--- src/rtl/memshare_skid_ctrl_mc.sv ---
// Multi-channel skid-buffer selector for SCU.memShare(): chooses the skid path per channel,
// tracks skid occupancy per channel, stalls when a buffer is full and drains after the operation.
//
// state  | meaning
// IDLE   | waiting for memShare busy; window config is latched on exit
// ACTIVE | memShare running; skid grants are made
// DRAIN  | busy has dropped; waiting for the skid buffers to empty
module memshare_skid_ctrl_mc #(
   parameter int NUM_CH            = 4,
   parameter int MAX_ALLOC_SEQ_NUM = 3,
   parameter int SKID_DEPTH        = 2,
   parameter int OUT_REG           = 0,
   parameter int WIN_W             = $clog2(MAX_ALLOC_SEQ_NUM + 2)
) (
   input  logic                                        sys_clk,
   input  logic                                        rstn,
   input  logic                                        scu_memShare_busy_i,
   input  logic                                        pipeCycle_begin_i,
   input  logic                                        isGtr_vld_i,
   input  logic [NUM_CH-1:0]                           isGtr_i,
   input  logic [WIN_W-1:0]                            cfg_b2b_len_i,
   input  logic [NUM_CH-1:0]                           skid_release_i,
   output logic [NUM_CH-1:0]                           isColAddr_skid_o,
   output logic [NUM_CH-1:0]                           skid_stall_o,
   output logic [NUM_CH*$clog2(SKID_DEPTH+1)-1:0]      occ_o,
   output logic                                        drain_o,
   output logic                                        ready_o,
   output logic                                        err_o
);

   localparam int OCC_W = $clog2(SKID_DEPTH + 1);
   localparam int HW    = MAX_ALLOC_SEQ_NUM;
   localparam logic [WIN_W-1:0] LEN_MAX  = WIN_W'(MAX_ALLOC_SEQ_NUM + 1);
   localparam logic [OCC_W-1:0] OCC_FULL = OCC_W'(SKID_DEPTH);

   typedef enum logic [1:0] {IDLE, ACTIVE, DRAIN} stateT;

   stateT state, stateNext;

   logic [WIN_W-1:0] lenQ;
   logic [WIN_W-1:0] lenSat;
   logic             errQ;
   logic             errSet;

   logic [HW-1:0]    hist      [NUM_CH];
   logic [HW-1:0]    histShift [NUM_CH];
   logic [OCC_W-1:0] occ       [NUM_CH];
   logic [OCC_W-1:0] occNext   [NUM_CH];

   logic [HW:0]       win;
   logic [NUM_CH-1:0] b2b;
   logic [NUM_CH-1:0] want;
   logic [NUM_CH-1:0] dec;
   logic [NUM_CH-1:0] skidNet;
   logic [NUM_CH-1:0] stallNet;
   logic [NUM_CH-1:0] skidSel;
   logic [NUM_CH-1:0] stallSel;
   logic              relErr;
   logic              anyOcc;
   logic              occNextZero;
   logic              active;

   assign lenSat = (cfg_b2b_len_i > LEN_MAX) ? LEN_MAX : cfg_b2b_len_i;
   assign active = (state == ACTIVE);

   always_comb begin
      win         = '0;
      b2b         = '0;
      want        = '0;
      dec         = '0;
      skidNet     = '0;
      stallNet    = '0;
      relErr      = 1'b0;
      anyOcc      = 1'b0;
      occNextZero = 1'b1;
      for (int c = 0; c < NUM_CH; c++) begin
         histShift[c]    = '0;
         histShift[c][0] = isGtr_i[c];
         for (int k = 1; k < HW; k++) histShift[c][k] = hist[c][k-1];

         // Newest sample sits at bit 0 of the window, older history above it.
         win    = {hist[c], isGtr_i[c]};
         b2b[c] = (lenQ != '0);
         for (int k = 0; k <= HW; k++) begin
            if (k < int'(lenQ)) b2b[c] = b2b[c] & win[k];
         end

         want[c] = active & scu_memShare_busy_i & isGtr_vld_i & isGtr_i[c]
                   & ~b2b[c] & ~pipeCycle_begin_i;
         skidNet[c]  = want[c] & ((occ[c] < OCC_FULL) | skid_release_i[c]);
         stallNet[c] = want[c] & ~skidNet[c];

         dec[c] = skid_release_i[c] & (occ[c] != '0);
         relErr = relErr | (skid_release_i[c] & (occ[c] == '0));
         case ({skidNet[c], dec[c]})
            2'b10:   occNext[c] = occ[c] + OCC_W'(1);
            2'b01:   occNext[c] = occ[c] - OCC_W'(1);
            default: occNext[c] = occ[c];
         endcase
         anyOcc      = anyOcc | (occ[c] != '0);
         occNextZero = occNextZero & (occNext[c] == '0);
      end
   end

   always_comb begin
      stateNext = state;
      errSet    = relErr;
      case (state)
         IDLE:   if (scu_memShare_busy_i) stateNext = ACTIVE;
         ACTIVE: if (!scu_memShare_busy_i) stateNext = anyOcc ? DRAIN : IDLE;
         DRAIN: begin
            if (scu_memShare_busy_i) errSet = 1'b1;
            if (occNextZero) stateNext = IDLE;
         end
         default: stateNext = IDLE;
      endcase
   end

   always_ff @(posedge sys_clk or negedge rstn) begin
      if (!rstn) begin
         state <= IDLE;
         lenQ  <= '0;
         errQ  <= 1'b0;
         for (int c = 0; c < NUM_CH; c++) begin
            hist[c] <= '0;
            occ[c]  <= '0;
         end
      end else begin
         state <= stateNext;
         errQ  <= errQ | errSet;
         if (state == IDLE && scu_memShare_busy_i) lenQ <= lenSat;
         for (int c = 0; c < NUM_CH; c++) begin
            occ[c] <= occNext[c];
            if (state == IDLE && scu_memShare_busy_i) hist[c] <= '0;
            else if (active && isGtr_vld_i)            hist[c] <= histShift[c];
         end
      end
   end

   generate
      if (OUT_REG != 0) begin : gOutReg
         logic [NUM_CH-1:0] skidQ;
         logic [NUM_CH-1:0] stallQ;
         always_ff @(posedge sys_clk or negedge rstn) begin
            if (!rstn) begin
               skidQ  <= '0;
               stallQ <= '0;
            end else begin
               skidQ  <= skidNet;
               stallQ <= stallNet;
            end
         end
         assign skidSel  = skidQ;
         assign stallSel = stallQ;
      end else begin : gOutComb
         assign skidSel  = skidNet;
         assign stallSel = stallNet;
      end
   endgenerate

   always_comb begin
      occ_o = '0;
      for (int c = 0; c < NUM_CH; c++) occ_o[c*OCC_W +: OCC_W] = occ[c];
   end

   // Skid select is held low outside ACTIVE so nothing leaks past the operation.
   assign isColAddr_skid_o = skidSel & {NUM_CH{active}};
   assign skid_stall_o     = stallSel;
   assign drain_o          = (state == DRAIN);
   assign ready_o          = (state == IDLE);
   assign err_o            = errQ;

endmodule

--- config.mk ---
export PLATFORM = sky130hd
export DESIGN_NAME = memshare_skid_ctrl_mc
export DESIGN_NICKNAME = d
export VERILOG_FILES = /design/src/rtl/memshare_skid_ctrl_mc.sv
export SDC_FILE = /design/constraint.sdc
export NUM_CORES = 1
export LEC_CHECK = 0
export BUFFER_PORTS_ARGS = -buffer_cell sky130_fd_sc_hd__buf_2
export CAP_MARGIN = 20
export CORE_MARGIN = 2
export CORE_UTILIZATION = 52
export DETAILED_ROUTE_END_ITERATION = 16
export GPL_ROUTABILITY_DRIVEN = 1
export PLACE_DENSITY_LB_ADDON = 0.05
export SYNTH_ARGS = -nofsm -noshare
export SYNTH_HDL_FRONTEND = slang
export SYNTH_SLANG_ARGS = --single-unit
--- constraint.sdc ---
create_clock -name sys_clk -period 3.35 [get_ports sys_clk]
set_input_delay 1.005 -clock sys_clk [delete_from_list [all_inputs] [get_ports sys_clk]]
set_output_delay 1.005 -clock sys_clk [all_outputs]
set_load 0.02 [all_outputs]
## Yosys cells after proc, flatten, opt, wreduce, memory -nomap -nowiden

Cells that the tools add are included.
Widths: inputs -> output; s select.

| storage, ports and cells | value |
|---|---|
| input bits | 16 |
| flip-flop bits (word level) | 26 |
| output and inout bits | 19 |

| operators by class | value |
|---|---|
| $lt $le $gt $ge | 9 |
| equal/unequal tests | 13 |
| reductions and logical operators | 18 |
| add/subtract/negate cells | 8 |
| bitwise gates (word level) | 70 |
| mux-type cells | 36 |

Operators with widths:

| kind | number |
|---|---|
| $and 1x1->1 | 49 |
| $mux 3 | 9 |
| $logic_not 2->1 | 9 |
| $mux 1 | 18 |
| $pmux 2 s2 | 4 |
| $or 1x1->1 | 11 |
| $eq 2x1->1 const B | 5 |
| $eq 2x2->1 const B | 5 |
| $reduce_bool 2->1 | 5 |
| $not 1->1 | 9 |
| $add 2x1->2 const B | 4 |
| $lt 2x2->1 const B | 4 |
| $mux 2 | 4 |
| $sub 2x1->2 const B | 4 |
| $lt 1x3->1 const A | 2 |
| $lt 2x3->1 const A | 2 |
| $pmux 2 s3 | 1 |
| $and 4x4->4 | 1 |
| $ne 2x2->1 const B | 2 |
| $gt 3x3->1 const B | 1 |
| $reduce_and 3->1 | 1 |
| $reduce_bool 3->1 | 1 |
| $logic_and 1x1->1 | 2 |
| $ne 2x1->1 const B | 1 |

## Depth between registers and ports, before layout

| logic depth | value |
|---|---|
| depth after elaboration | 21 |
| gate-level depth with buffers | 10 |

## Worst setup path before layout

OpenSTA, ideal clock, no wires.

| timing path | value |
|---|---|
| kind | in2out |
| from | input isGtr_vld_i |
| to | output skid_stall_o[0] |
| arrival | 2,142 ps |
| slack | 203 ps |
| cell stages on the path | 5 |
| required time | 2,345 ps |
| cell sequence | nand2_1 -> nor2_1 -> nand2_2 -> buf_6 -> nor4b_1 |

| on the way | value |
|---|---|
| word-level cells in the longest chain between the ends | 7 |

Ends and longest elaborated chain:

| what | RTL line | RTL |
|---|---|---|
| from (decl) | 19 | `input logic isGtr_vld_i,` |
| $and 1x1->1 (*) (2 in series) | 88 | `want[c] = active & scu_memShare_busy_i & isGtr_vld_i & isGtr_i[c]` |
| $and 1x1->1 (*) (2 in series) | 89 | `& ~b2b[c] & ~pipeCycle_begin_i;` |
| $and 1x1->1 | 90 | `skidNet[c] = want[c] & ((occ[c] < OCC_FULL) \| skid_release_i[c]);` |
| $not 1->1 | 91 | `stallNet[c] = want[c] & ~skidNet[c];` |
| $and 1x1->1 (*) | 91 |  |
| to (decl) | 24 | `output logic [NUM_CH-1:0] skid_stall_o,` |

Mark *: on every way between the ends. The rest lies on a longest branch, timed or not.

## Worst setup path after layout

| timing path | value |
|---|---|
| from | input scu_memShare_busy_i |
| to | output skid_stall_o[0] |

| on the way | value |
|---|---|
| word-level cells in the longest chain between the ends | 8 |

Ends and longest elaborated chain:

| what | RTL line | RTL |
|---|---|---|
| from (decl) | 17 | `input logic scu_memShare_busy_i,` |
| $and 1x1->1 (*) (3 in series) | 88 |  |
| $and 1x1->1 (*) (2 in series) | 89 |  |
| $and 1x1->1 | 90 |  |
| $not 1->1 | 91 |  |
| $and 1x1->1 (*) | 91 |  |

Marks and branches as above.

==> results.sh <==
export IMPL_status="finished, final reports clean"
export IMPL_crit_path_start_kind="input port"
export IMPL_grt_max_degree=27
export IMPL_synthTopCellsByCount="dfrtp_1 (26), a22o_1 (12), nor2b_1 (9)"
export IMPL_slew_headroom_pct=39.1
export IMPL_wl_met1_um=1530
export IMPL_dp_cells=199
export IMPL_cp_depth=5
export IMPL_antenna_found_initial=0
export IMPL_critPathKind="input port to primary output"
export IMPL_fin_crit_ps=3040
export IMPL_routed_wl_met3_um=146
export IMPL_postRouteAntennaNets=0
export IMPL_syn_to_final_growth_pct=16.9
export IMPL_clock_path_buffers=2
export IMPL_crit_path_max_incr_delay_ps=390
export IMPL_synth_top_area_share_pct=46.3
export IMPL_synth_main_ff_cell="dfrtp_1"
export IMPL_irDropWorstVdd_mv=0.680
export IMPL_worst_clock_skew_ps=2.62
export IMPL_cap_violations=0
export IMPL_crit_family="simple AND/OR/NAND/NOR gates"
export IMPL_fin_cells=203
export IMPL_synth_seq_cells=26
export IMPL_clk_pin_slew_ps=150
export IMPL_vias=1207
export IMPL_rr_worst_depth=8
export IMPL_synth_nets=159
export IMPL_cts_resized=0
export IMPL_ys_seq_area_share_pct=46.3
export IMPL_clkLatencyLatePin_ps=320
export IMPL_setup_viol=0
export IMPL_cpMaxStageDelayCell="nor4b_1"
export IMPL_grt_pass1_vias=1165
export IMPL_synth_cell_area_um2=1400
export IMPL_io_pin_count=35
export IMPL_gp_congestion=0.853
export IMPL_portBuffers=34
export IMPL_cts_tree="yes"
export IMPL_firstDrtPassIters=4
export IMPL_synth_edff_count=0
export IMPL_hold_class="flop to flop"
export IMPL_syn_avg_cell_area_um2=10.1
export IMPL_track_usage_pct=21.9
export IMPL_fp_dieArea_um2=3130
export IMPL_holdPathStages=2
export IMPL_coreArea_um2=2520
export IMPL_dp_hpwl_um=2400
export IMPL_overflow=0
export IMPL_wl_per_cell_um=15.3
export IMPL_worst_pin_slew_ps=913
export IMPL_ys_warn_count=0
export IMPL_cp_required_ps=2340
export IMPL_tns_ps=0
export IMPL_synth_most_common_cell="dfrtp_1"
export IMPL_wl_met2_um=1410
export IMPL_fmax_ghz=0.329
export IMPL_crit_top_cell="buf_2"
export IMPL_vias_per_cell=5.95
export IMPL_async_reset_ff_share_pct=100
export IMPL_numCtsBuffers=3
export IMPL_crit_fanout=12
export IMPL_die_height_um=56.0
export IMPL_cts_sinks=26
export IMPL_layout_drive_gt1_share_pct=26.6
export IMPL_cts_root_buf="clkbuf_4"
export IMPL_p_leak_nw=0.738
export IMPL_postCtsSetupBuffers=0
export IMPL_drc=0
export IMPL_final_period_utilization_pct=90.8
export IMPL_die_w_um=56.0
export IMPL_p_total_mw=1.42
export IMPL_initial_core_util_pct=55.7
export IMPL_yosysTopAreaCell="dfrtp_1"
export IMPL_antenna_diode_count=0
export IMPL_synth_cell_types=28
export IMPL_critPathArrivalTime_ps=2040
export IMPL_drv_slew=0
export IMPL_fp_row_count=18
export IMPL_h_tree_depth=1
export IMPL_power_density_nw_per_um2=865
export IMPL_synth_area_top_cells="dfrtp_1 (46%), a22o_1 (7.5%), xnor2_1 (5.0%), nor2b_1 (4.0%), ha_1 (3.6%)"
export IMPL_grt_pass1_wl_um=5510
export IMPL_synth_cells=139
export IMPL_worst_setup_path_end_kind="primary output"
export IMPL_rsz0062_at_grt="no"
export IMPL_fill_cells=227
export IMPL_path_buf_inv=2
export IMPL_maxUsedRoutingLayer="met4"
export IMPL_path_cells="buf_2 -> and2b_2 -> nand2_2 -> nor4b_1 -> buf_2"
export IMPL_nets=194
export IMPL_hold_buffers=0
export IMPL_drtIter0Drc=17
export IMPL_hold_viol_final=0
export IMPL_routed_wl_um=3110
[cell usage in the layout (no fill, tap or decap)]
cell type,n
nand2b_1,7
xnor2_1,8
a22o_1,12
a22oi_1,2
a31oi_1,1
a41oi_1,1
nor2_1,8
nand2_1,8
o21ai_0,2
or3b_2,1
o21a_1,4
nor2b_1,9
nor3b_1,1
nand3_1,5
ha_1,4
bufinv_16,1
a21oi_1,6
dfrtp_1,26
nand4_1,4
clkbuf_4,3
mux2_2,1
nand2_2,1
or4_1,4
and2b_2,1
buf_2,34
nor4_1,6
nor4b_1,4
nor3_1,5
or2_2,4
[kinds of logic after synthesis]
| group | synth area share [%] |
|---|---|
| simple gates | 28.1 |
| compound gates | 14.6 |
| flops | 46.3 |
| xor+xnor | 4.99 |
| buf+inv | 1.60 |
| fa+ha+maj | 3.57 |
| mux | 0.802 |
[worst reg2reg max path: stages, from the launching register on]
cell and delay [ps]:
dfrtp_1 440, and2b_2 240, nand2_2 120, or4_1 550
ha_1 340, xnor2_1 180, nor4_1 280, nor3b_1 230
a31oi_1 110
[metrics by stage]
| step | setup slack [ps] | cell area (um^2) | hold WS, ps | utilization (%) |
|---|---|---|---|---|
| 2_1_floorplan | 203 | 1400 | 466 | - |
| 3_3_place_gp | 226 | 1590 | 484 | 63.0 |
| 3_5_place_dp | 135 | 1590 | 495 | 63.0 |
| 4_1_cts | 318 | 1640 | 532 | 65.1 |
| 5_1_grt | 127 | 1640 | 552 | 65.1 |
| 6_report | 310 | 1640 | 530 | 65.1 |
[flip-flops by register name (all words and copies together) (netlist names)]
name / count
lenQ: 3
occ_o: 8
err_o: 1
state: 2
hist: 12
[power by group]
group | switching, mW | internal (mW) | total, mW
Clock | 0.0968 | 0.121 | 0.218
Sequential | 0.144 | 0.430 | 0.574
Combinational | 0.352 | 0.276 | 0.628
Total | 0.592 | 0.827 | 1.42
[area by class of cell]
cell class	count	area [um^2]	share of cell area, %
clock inverters	1	30.0	1.83
flip-flops and latches	26	651	39.6
repair buffers	34	170	10.4
multi-input cells	109	731	44.5
well taps	30	37.5	2.29
clock buffers	3	22.5	1.37
[metal layers]
metal / global-route usage, % / vias to the layer above
met2: 32.3 / 36
met1: 33.0 / 583
li1: - / 584
met3: 3.02 / 4
met4: 7.14 / 0
met5: 0 / -
[worst paths after layout]
kind	slack [ps]	startpoint	endpoint
setup / recovery	310	scu_memShare_busy_i	skid_stall_o[0]
hold / removal	530	err_o	err_o
setup reg to reg	760	state[1]	state[1]
hold reg to reg	530	err_o	err_o
max in group asynchronous	2320	rstn	hist[11]
min in group asynchronous	650	rstn	occ_o[3]
Note: power is estimated with default switching activity, not from simulation.
